===== src/rtl/iob_soc_opencryptolinux_boot_copier.sv =====
// Boot copier: copies N_WORDS words from the boot ROM image to SRAM over an IOb
// master port, then writes the boot control register. Per-phase timeout aborts to ERR.
module iob_soc_opencryptolinux_boot_copier #(
  parameter int                ADDR_W    = 32,
  parameter int                DATA_W    = 32,
  parameter logic [ADDR_W-1:0] SRC_BASE  = '0,
  parameter logic [ADDR_W-1:0] DST_BASE  = '0,
  parameter int                N_WORDS   = 1024,
  parameter logic [ADDR_W-1:0] CTRL_ADDR = '0,
  parameter logic [DATA_W-1:0] CTRL_DATA = DATA_W'(2),
  parameter int                TIMEOUT   = 255
) (
  input  logic                  clk_i,
  input  logic                  cke_i,
  input  logic                  arst_n_i,
  input  logic                  start_i,
  output logic                  busy_o,
  output logic                  done_o,
  output logic                  error_o,
  output logic                  iob_avalid_o,
  output logic [ADDR_W-1:0]     iob_addr_o,
  output logic [DATA_W-1:0]     iob_wdata_o,
  output logic [DATA_W/8-1:0]   iob_wstrb_o,
  input  logic                  iob_rvalid_i,
  input  logic [DATA_W-1:0]     iob_rdata_i,
  input  logic                  iob_ready_i
);

  localparam int STRB_W = DATA_W / 8;
  localparam int CNT_W  = (N_WORDS < 1) ? 1 : $clog2(N_WORDS + 1);
  localparam int TO_W   = (TIMEOUT < 1) ? 1 : $clog2(TIMEOUT + 1);
  localparam logic [ADDR_W-1:0] STEP   = ADDR_W'(STRB_W);
  localparam logic [CNT_W-1:0]  LAST   = CNT_W'(N_WORDS - 1);
  localparam logic [TO_W-1:0]   TO_LIM = TO_W'(TIMEOUT - 1);

  typedef enum logic [2:0] {IDLE, RD_REQ, RD_WAIT, WR_REQ, CTRL_REQ, DONE, ERR} state_t;

  localparam state_t FIRST = (N_WORDS == 0) ? CTRL_REQ : RD_REQ;

  state_t            state_q, state_d;
  logic [CNT_W-1:0]  cnt_q, cnt_d;
  logic [TO_W-1:0]   to_q, to_d;
  logic [DATA_W-1:0] data_q, data_d;
  logic [ADDR_W-1:0] src_addr, dst_addr;

  // Address arithmetic wraps naturally at ADDR_W bits.
  assign src_addr = SRC_BASE + ADDR_W'(cnt_q) * STEP;
  assign dst_addr = DST_BASE + ADDR_W'(cnt_q) * STEP;

  always_ff @(posedge clk_i or negedge arst_n_i) begin
    if (!arst_n_i) begin
      state_q <= IDLE;
      cnt_q   <= '0;
      to_q    <= '0;
      data_q  <= '0;
    end else if (cke_i) begin
      state_q <= state_d;
      cnt_q   <= cnt_d;
      to_q    <= to_d;
      data_q  <= data_d;
    end
  end

  always_comb begin
    state_d      = state_q;
    cnt_d        = cnt_q;
    data_d       = data_q;
    to_d         = '0;
    busy_o       = 1'b0;
    iob_avalid_o = 1'b0;
    iob_addr_o   = '0;
    iob_wdata_o  = '0;
    iob_wstrb_o  = '0;

    case (state_q)
      IDLE, DONE, ERR: begin
        if (start_i) begin
          state_d = FIRST;
          cnt_d   = '0;
        end
      end
      RD_REQ: begin
        busy_o       = 1'b1;
        iob_avalid_o = 1'b1;
        iob_addr_o   = src_addr;
        if (iob_ready_i) state_d = RD_WAIT;
      end
      RD_WAIT: begin
        busy_o     = 1'b1;
        iob_addr_o = src_addr;
        if (iob_rvalid_i) begin
          data_d  = iob_rdata_i;
          state_d = WR_REQ;
        end
      end
      WR_REQ: begin
        busy_o       = 1'b1;
        iob_avalid_o = 1'b1;
        iob_addr_o   = dst_addr;
        iob_wdata_o  = data_q;
        iob_wstrb_o  = '1;
        if (iob_ready_i) begin
          cnt_d   = cnt_q + 1'b1;
          state_d = (cnt_q == LAST) ? CTRL_REQ : RD_REQ;
        end
      end
      CTRL_REQ: begin
        busy_o       = 1'b1;
        iob_avalid_o = 1'b1;
        iob_addr_o   = CTRL_ADDR;
        iob_wdata_o  = CTRL_DATA;
        iob_wstrb_o  = '1;
        if (iob_ready_i) state_d = DONE;
      end
      default: state_d = IDLE;
    endcase

    // A phase that makes no progress for TIMEOUT cycles aborts; progress wins on the last cycle.
    if (busy_o && (state_d == state_q)) begin
      if ((TIMEOUT > 0) && (to_q == TO_LIM)) state_d = ERR;
      else                                   to_d    = to_q + 1'b1;
    end
  end

  assign done_o  = (state_q == DONE);
  assign error_o = (state_q == ERR);

endmodule


===== config.mk =====
export PLATFORM = sky130hd
export DESIGN_NAME = iob_soc_opencryptolinux_boot_copier
export DESIGN_NICKNAME = d
export VERILOG_FILES = /design/src/rtl/iob_soc_opencryptolinux_boot_copier.sv
export SDC_FILE = /design/constraint.sdc
export NUM_CORES = 1
export LEC_CHECK = 0
export ABC_AREA = 1
export CAP_MARGIN = 25
export CORE_UTILIZATION = 46
export DETAILED_ROUTE_END_ITERATION = 7
export PLACE_DENSITY = 0.87
export RECOVER_POWER = 100
export SLEW_MARGIN = 20
export SYNTH_ARGS = -nofsm -noshare
export SYNTH_HDL_FRONTEND = slang
export SYNTH_SLANG_ARGS = --single-unit

===== constraint.sdc =====
create_clock -name clk_i -period 2 [get_ports clk_i]
set_input_delay 0.4 -clock clk_i [delete_from_list [all_inputs] [get_ports clk_i]]
set_output_delay 0.4 -clock clk_i [all_outputs]
set_load 0.03 [all_outputs]

# Word level (Yosys, flattened, before mapping)
# Index checks and enable logic that the tools add are counted.
[totals]
regBits = 54
input_bits = 38
[classes]
addsub = 2
eq_ne = 11
mux = 19
reduce_logical = 10
[op_table]
columns = ["cell", "n"]
rows = [
  ["case mux 32 bit (2 select lines)", 1],
  ["2-to-1 mux 3 bit", 8],
  ["2-to-1 mux 11 bit", 2],
  ["case mux 11 bit (2 select lines)", 1],
  ["2-to-1 mux 8 bit", 2],
  ["case mux 3 bit (5 select lines)", 1],
  ["2-to-1 mux 13 bit", 1],
  ["adder 11 x 1 -> 11 bit, second input constant", 1],
  ["equality test 11 x 10 -> 1 bit, second input constant", 1],
  ["equality test 3 bit, second input constant", 3],
  ["OR reduction 3 bit", 3],
  ["adder 8 x 1 -> 8 bit, second input constant", 1],
  ["equality test 8 bit, second input constant", 1],
  ["equality test 3 x 2 -> 1 bit, second input constant", 2],
  ["2-to-1 mux 4 bit", 1],
  ["inequality test 2 bit, second input constant", 2],
  ["AND reduction 4 bit", 1],
  ["OR reduction 4 bit", 1],
  ["equality test 3 x 1 -> 1 bit, second input constant", 1],
  ["equality test 3 bit", 1],
  ["logical NOT 3 bit", 1],
  ["AND reduction 3 bit", 1],
  ["2-to-1 mux 1 bit", 2],
  ["nonzero test 2 bit", 1],
  ["other kinds (2)", 2],
]

# Logic depth before layout (Yosys ltp)
# Gate-level depths: netlist of run 1.
[logic_depth]
depth_word = 7
ltp_mapped = 12
mapped_depth_nobuf = 11

# Least setup slack after synthesis of run 1
# Ideal clock, no wire load.
[synth_path]
kind = "flip-flop to output port"
from = "reg state_q[1]"
to = "out iob_wstrb_o[1]"
arrival_time_ps = 1452
slack_ps = 148
stages_incl_launch_ff = 6
n_path_buf = 3
cell_sequence = "dfrtp_1 buf_6 nand3_4 clkbuf_1 nand2_1 buf_4"
[synth_via]
elab_chain_cells = 3
[synth_lines]
columns = ["element", "line", "source"]
rows = [
  ["start: declaration", "40", "state_t state_q, state_d;"],
  ["start signal: assignment", "57", "state_q <= state_d;"],
  ["equality test 3 bit or equality test 3 x 2 -> 1 bit (tied branches)", "75", "case (state_q)"],
  ["OR reduction 2 bit (no line) *", "--", ""],
  ["2-to-1 mux 4 bit *", "75", ""],
  ["end: declaration", "23", "output logic [DATA_W/8-1:0] iob_wstrb_o,"],
]
# Every way passes the cells marked *; elsewhere a longest branch is shown, timed or not.

# Worst setup path in the final report of run 1
[layout_path]
from = "reg state_q[1]"
to = "out iob_wdata_o[27]"
[layout_via]
elab_chain_cells = 2
[layout_lines]
columns = ["element", "line", "source"]
rows = [
  ["equality test 3 bit or equality test 3 x 2 -> 1 bit (tied branches)", "75", ""],
  ["case mux 32 bit (2 select lines) *", "75", ""],
  ["end: declaration", "22", "output logic [DATA_W-1:0] iob_wdata_o,"],
]
# Marks and branches as above.

==> qor.csv, run 1 <==
stage,metric,value,unit
place,final RePlAce weighted congestion,0.869,
sta,Setup TNS,0,ns
finish,"most common cell after layout, fill and taps aside",nor2_1,
place,PortBufs,88,
sta,fmax,514,MHz
clock_network,H-tree depth,2,
sta,Worst slew margin,12.1,%
sta,"Worst Setup Slack, final",0.0559,ns
sta,clk_skew,0.00850,ns
grt,vias in the first global route,2584,
clock_network,Worst-path clk slew,0.09,ns
finish,area delta synth->final,27.6,%
hold_path,HP Class,in -> async,
sta,unrepaired setup endpoints after global routing,true,
worst_setup_path,Critical Path Source,state_q[1]$_DFFE_PN0P_,
synthesis,Post-synth EDFFs,0,
pwr,pwr dens,1100,nW/um^2
pwr,maximum VDD drop,0.595,mV
sta,fin crit share,97.2,%
finish,fin cells,586,
synthesis,Async SR Flop Fraction,100,%
clock_network,total CTS buffers,5,
worst_setup_path,Worst setup EP type,primary output,
place,Final HPWL DP,5040,um
route,Final ANT Viol Nets,0,
clock_network,Root Driver,clkbuf_8,
sta,final setup fails,0,
grt,global-route wire length before repair,11600,um
synthesis,synthesized flop and latch total,54,
grt,Total GRT Usage,19.6,%
pwr,Total Power,4500,uW
worst_setup_path,R2R Path End,cnt_q[4]$_DFFE_PN0P_,
worst_setup_path,CP max FO,15,
synthesis,post-synthesis sequential area ratio,42.3,%
worst_setup_path,worst endpoint required time,1.60,ns
clock_network,Max clock buf depth,2,
die,Starting Density,47.3,%
die,io pins,110,
synthesis,Synth Area in Adders,1.17,%
finish,# diodes,0,
flow_run,max-cap violations,0,
clock_network,TritonCTS clock tree,yes,
grt,total gr overflow,0,
die,die area,7280,sq um
synthesis,mux contribution to synthesized area,0.352,%
finish,layout cells sized above 1,19.8,%
place,DP Worst Slack,0.0581,ns
synthesis,Syn. warnings,0,
die,die width,85.3,um
outcome,failing checks,design-rule violations,
synthesis,Compound-Gate Fraction of Synth Area,10.4,%
worst_setup_path,"reg-to-reg slack, setup",0.19,ns
outcome,outcome,"finished, violations left",
route,WL final,6890,um
route,first-pass iteration count of the detailed router,6,
die,Die H,85.3,um
finish,Total Nets Final,547,
grt,initial antenna violation count,0,
worst_setup_path,FF-to-FF path depth,10,
synthesis,xor and xnor fraction of the mapped netlist area,1.92,%
die,Core Box Area,6760,sq um
die,row count,30,
sta,slew of the pin with the lowest slew margin,1.32,ns
worst_setup_path,Setup CP Type,reg -> out,
place,dpl cells,574,
worst_setup_path,critical path launch point type,register,
synthesis,top_reg_cell synth,dfrtp_1,
grt,largest net degree at the start of global routing,63,
synthesis,post-synth cell types,37,
clock_network,clk_lat worst skew,0.29,ns
sta,min cycle time layout,1.94,ns
clock_network,Sink Count,54,
route,vias per inst,4.87,
finish,"commonest cells after routing, fill and taps aside","nor2_1, dfrtp_1, inv_1, buf_4, nand2_1",
synthesis,simple-gate share of the synthesized area,28.1,%
synthesis,Syn Area/Cell,7.66,sq um
worst_setup_path,CP Capture Point,iob_wdata_o[27],
worst_setup_path,R2R Path Start,state_q[1]$_DFFE_PN0P_,
route,initial drt markers,119,
route,DRC viols,1,
worst_setup_path,crit path DAT,1.54,ns
pwr,leakage power,0.00213,uW
synthesis,combinational family with the most area after synthesis,simple AND/OR/NAND/NOR gates,
synthesis,Mapped Area,3200,sq um
finish,# fillers,628,
route,Vias,2851,
sta,fin. max-slew vios,0,
route,routed len/inst,11.7,um
sta,Final Hold Fails,0,
synthesis,Syn Inst Count,417,
-- synth_stat cells (3+ instances only) --
| master | n | share of area (%) |
|---|---|---|
| o21ai_1 | 8 | 1.3 |
| buf_1 | 3 | 0.35 |
| dfrtp_1 | 54 | 42 |
| buf_4 | 24 | 5.6 |
| inv_1 | 51 | 6.0 |
| buf_6 | 5 | 1.8 |
| nand2_1 | 50 | 5.9 |
| o21ai_0 | 3 | 0.47 |
| nand3_2 | 4 | 1.3 |
| inv_2 | 3 | 0.35 |
| o21ai_2 | 6 | 1.6 |
| clkbuf_1 | 7 | 0.82 |
| nand2_2 | 5 | 0.98 |
| a21oi_1 | 36 | 5.6 |
| xor2_1 | 6 | 1.6 |
| nor2_2 | 4 | 0.78 |
| nor2_1 | 91 | 11 |
| nor3_1 | 4 | 0.63 |
| nand3_1 | 27 | 4.2 |
| nor2_4 | 3 | 1.1 |
| ha_1 | 3 | 1.2 |
-- what timing repair did --
action,4_1_cts,5_1_grt
gates cloned,0,1
pin swaps,0,1
setup endpoints to repair,38,34
setup buffers,0,4
gates resized for setup,14,2
hold buffers,0,0
-- cell type report --
| cell class | count | area, sq um | share of cell area (%) |
|---|---|---|---|
| multi-input combinational | 286 | 1420 | 34.8 |
| sequential | 54 | 1350 | 33.2 |
| timing repair buffer | 103 | 907 | 22.3 |
| inverter | 56 | 215 | 5.28 |
| tap | 80 | 100 | 2.46 |
| clock buffer | 6 | 72.6 | 1.78 |
| clock inverter | 1 | 7.51 | 0.184 |
-- critical path: stages (launching register included) --
cell       delay [ns]
dfrtp_2          0.44
buf_6            0.16
nand3_4          0.15
clkbuf_16        0.22
nor2_1           0.10
buf_4            0.17
-- where the power goes --
group	leakage [uW]	total (uW)	switching (uW)	internal, uW
Combinational	0.00146	2340	1500	838
Sequential	0.000640	1580	150	1430
Clock	0.0000373	578	337	241
Total	0.00213	4500	1990	2510
-- metal layers --
metal  share of wire [%]  GRT usage, %  routed length, um  vias to the layer above
met1                  46          25.6               3150                     1307
li1                    -             -                  -                     1427
met2                  48          33.9               3290                      109
met4                 1.0          5.00                 70                        0
met3                 5.4          3.31                370                        8
met5                   0             0                  0                        -
-- flip-flops by register name, summed over array words and instances (netlist names) --
name     flops
cnt_q       11
data_q      32
to_q         8
state_q      3
-- per-stage QoR --
step	cell area, sq um	hold slack (ns)	utilization, %
4_1_cts	4040	0.0971	59.9
6_report	4080	0.479	60.3
3_5_place_dp	3960	0.420	58.6
3_3_place_gp	3960	0.416	58.6
5_1_grt	4080	0.535	60.3
2_1_floorplan	3270	0.104	-
-- cell families (layout without fill, tap and decap cells) --
group	count (synthesis)	after routing
adders and majority gates	3	3
and+or+nand+nor	196	196
DFF	54	54
muxes	1	1
other	1	21
AOI/OAI and AO/OA	58	58
buffers and inverters	97	166
xor gates and xnor gates	7	7
-- worst min path at each step --
| stage | to | slack [ns] |
|---|---|---|
| finish | data_q[15]$_DFFE_PN0P_ | 0.48 |
| floorplan | cnt_q[0]$_DFFE_PN0P_ | 0.10 |
| global placement | state_q[0]$_DFFE_PN0P_ | 0.42 |
| global route | data_q[1]$_DFFE_PN0P_ | 0.53 |
| CTS | cnt_q[6]$_DFFE_PN0P_ | 0.1 |
| detailed placement | state_q[0]$_DFFE_PN0P_ | 0.42 |
Note: power is estimated with default switching activity, not from simulation.
==> inputs of run 2 (changes only) <==
--- a/config.mk
+++ b/config.mk
@@ -7,6 +7,7 @@
 export LEC_CHECK = 0
 export ABC_AREA = 1
 export CAP_MARGIN = 25
+export CORE_MARGIN = 1.5
 export CORE_UTILIZATION = 46
 export DETAILED_ROUTE_END_ITERATION = 7
 export PLACE_DENSITY = 0.87
==> run 2 against run 1 <==
  * First-iteration DRC count rose by 33%
  * Highest routed layer unchanged
  * Combinational power shrank 5%
  * Largest cell class unchanged
  * Design area decreased by 2.1%
  * Largest power group unchanged
  * The flow now finishes without violations
  * Flip-flop and latch count stayed put
  * Via count decreased by 1.2%
==> qor.csv, run 2 (same netlist as run 1, synthesis figures left out) <==
stage,metric,value,unit
pwr,clock network power share,16.3,%
worst_setup_path,critical path launch point type,register,
finish,Biggest register,data_q,
place,final RePlAce weighted congestion,0.908,
pwr,Total Power,4530,uW
sta,fmax,518,MHz
sta,final setup fails,0,
pwr,maximum VDD drop,0.494,mV
worst_setup_path,CP max FO,15,
outcome,outcome,"complete, no violations",
route,Vias,2817,
place,DP Worst Slack,0.110,ns
sta,"Worst Setup Slack, final",0.0682,ns
pwr,leakage power,0.00212,uW
clock_network,H-tree depth,2,
grt,GR met3 Demand/Resource,3.14,%
route,Final ANT Viol Nets,0,
pwr,pwr dens,1130,nW/um^2
grt,initial antenna violation count,0,
clock_network,Sink Count,54,
sta,Worst slew margin,57.8,%
route,DRC viols,0,
clock_network,Worst-path clk slew,0.09,ns
die,row count,30,
finish,biggest registers after layout,"data_q: 32 flops, cnt_q: 11 flops, to_q: 8 flops",
grt,global routing usage on met2,34.6,%
clock_network,Root Driver,clkbuf_8,
route,vias per inst,4.77,
finish,area delta synth->final,24.9,%
sta,fin. max-slew vios,0,
pwr,Sw Pwr,1960,uW
sta,Setup TNS,0,ns
finish,"commonest cells after routing, fill and taps aside","nor2_1, dfrtp_1, nand2_1",
clock_network,total CTS buffers,5,
grt,total gr overflow,0,
pwr,Internal,2570,uW
pwr,Comb pwr share,49.0,%
clock_network,clk_lat worst skew,0.30,ns
clock_network,TritonCTS clock tree,yes,
place,Final HPWL DP,5340,um
route,routed len/inst,12.1,um
route,WL final,7140,um
grt,Total GRT Usage,19.4,%
sta,clk_skew,0.00370,ns
grt,global-route wire length before repair,11700,um
die,io pins,110,
place,PortBufs,88,
die,Die H,86.3,um
finish,Total Nets Final,551,
pwr,Seq pwr share,34.7,%
finish,# diodes,0,
route,first-pass iteration count of the detailed router,4,
place,dpl cell area,3990,sq um
pwr,Sw Ratio,43.2,%
sta,unrepaired setup endpoints after global routing,false,
sta,slew of the pin with the lowest slew margin,0.633,ns
sta,Final Hold Fails,0,
finish,layout cells sized above 1,18.4,%
sta,fin crit share,96.6,%
die,Core Box Area,6760,sq um
finish,# fillers,641,
die,die width,86.3,um
clock_network,Max clock buf depth,2,
grt,largest net degree at the start of global routing,55,
worst_setup_path,Setup CP Type,reg -> out,
worst_setup_path,crit path DAT,1.53,ns
grt,vias in the first global route,2668,
finish,Finished Cell Area,3990,sq um
hold_path,HP Class,in -> async,
finish,Largest register FFs,32,
grt,met1 usage,24.4,%
route,initial drt markers,158,
worst_setup_path,worst endpoint required time,1.60,ns
finish,"most common cell after layout, fill and taps aside",nor2_1,
die,die area,7460,sq um
flow_run,max-cap violations,0,
die,Starting Density,47.3,%
sta,min cycle time layout,1.93,ns
worst_setup_path,Worst setup EP type,primary output,
grt,most used routing layer,met2,
sta,worst hold margin,0.459,ns
## run 2: cell types whose count changed in the layout (fill, tap and decap cells not counted), moves of 4 or more
cell and change:
buf_4 -26, buf_2 +18, clkbuf_4 +5, clkbuf_2 +8, o21ai_0 +5, o21ai_2 -4
## run 2: path summary, 6_finish.rpt
path,cells past startpoint,startpoint,slack [ns],endpoint
max,5,state_q[2]$_DFFE_PN0P_,0.07,iob_wdata_o[26]
min,2,arst_n_i,0.46,state_q[0]$_DFFE_PN0P_
max reg2reg,9,cnt_q[0]$_DFFE_PN0P_,0.18,to_q[2]$_DFFE_PN0P_
min reg2reg,1,data_q[1]$_DFFE_PN0P_,0.52,data_q[1]$_DFFE_PN0P_
max in group asynchronous,3,arst_n_i,0.67,data_q[27]$_DFFE_PN0P_
min in group clk_i,1,data_q[1]$_DFFE_PN0P_,0.52,data_q[1]$_DFFE_PN0P_
## run 2: metrics by stage
step	cells	utilization [%]
4_1_cts	586	60.8
3_3_place_gp	577	59.0
6_report	590	59.1
2_1_floorplan	437	-
3_5_place_dp	577	59.0
5_1_grt	590	59.1
## run 2: cell type report
class	count	area, sq um	share of cell area (%)
clock buffer	6	82.6	2.07
clock inverter	1	30.0	0.752
timing repair buffer	107	835	20.9
inverter	56	218	5.45
sequential	54	1350	33.9
multi-input combinational	286	1370	34.4
tap	80	100	2.51
## run 2: worst max-delay path: stages (launching register included)
cell and delay, ns:
dfrtp_1 0.42, clkinv_4 0.12, nand3_4 0.14, buf_4 0.23, nor2_1 0.11, buf_2 0.21
## run 2: timing repair
item / 4_1_cts / 5_1_grt
hold buffers: 1 / 0
endpoints found under the setup margin: 36 / 21
pin swaps: 0 / 1
endpoints found under the hold margin: 3 / 0
gates resized for setup: 8 / 2
gates cloned: 0 / 1
buffers inserted: 1 / 3
## run 2: per-layer routing
layer / part of all wire, % / vias up / wire [um]
met5: 0 / - / 0
met4: 0.78 / 0 / 56
met3: 5.2 / 6 / 370
met2: 51 / 86 / 3620
met1: 43 / 1288 / 3090
li1: - / 1437 / -
## run 2: power by group through the flow
stage	Clock, uW	Combinational, uW	Sequential [uW]
6_report	738	2220	1570
5_1_grt	800	2440	1610
4_1_cts	756	2340	1570
3_5_place_dp	0	2300	1610
3_3_place_gp	0	2250	1590
2_1_floorplan	0	1710	1540
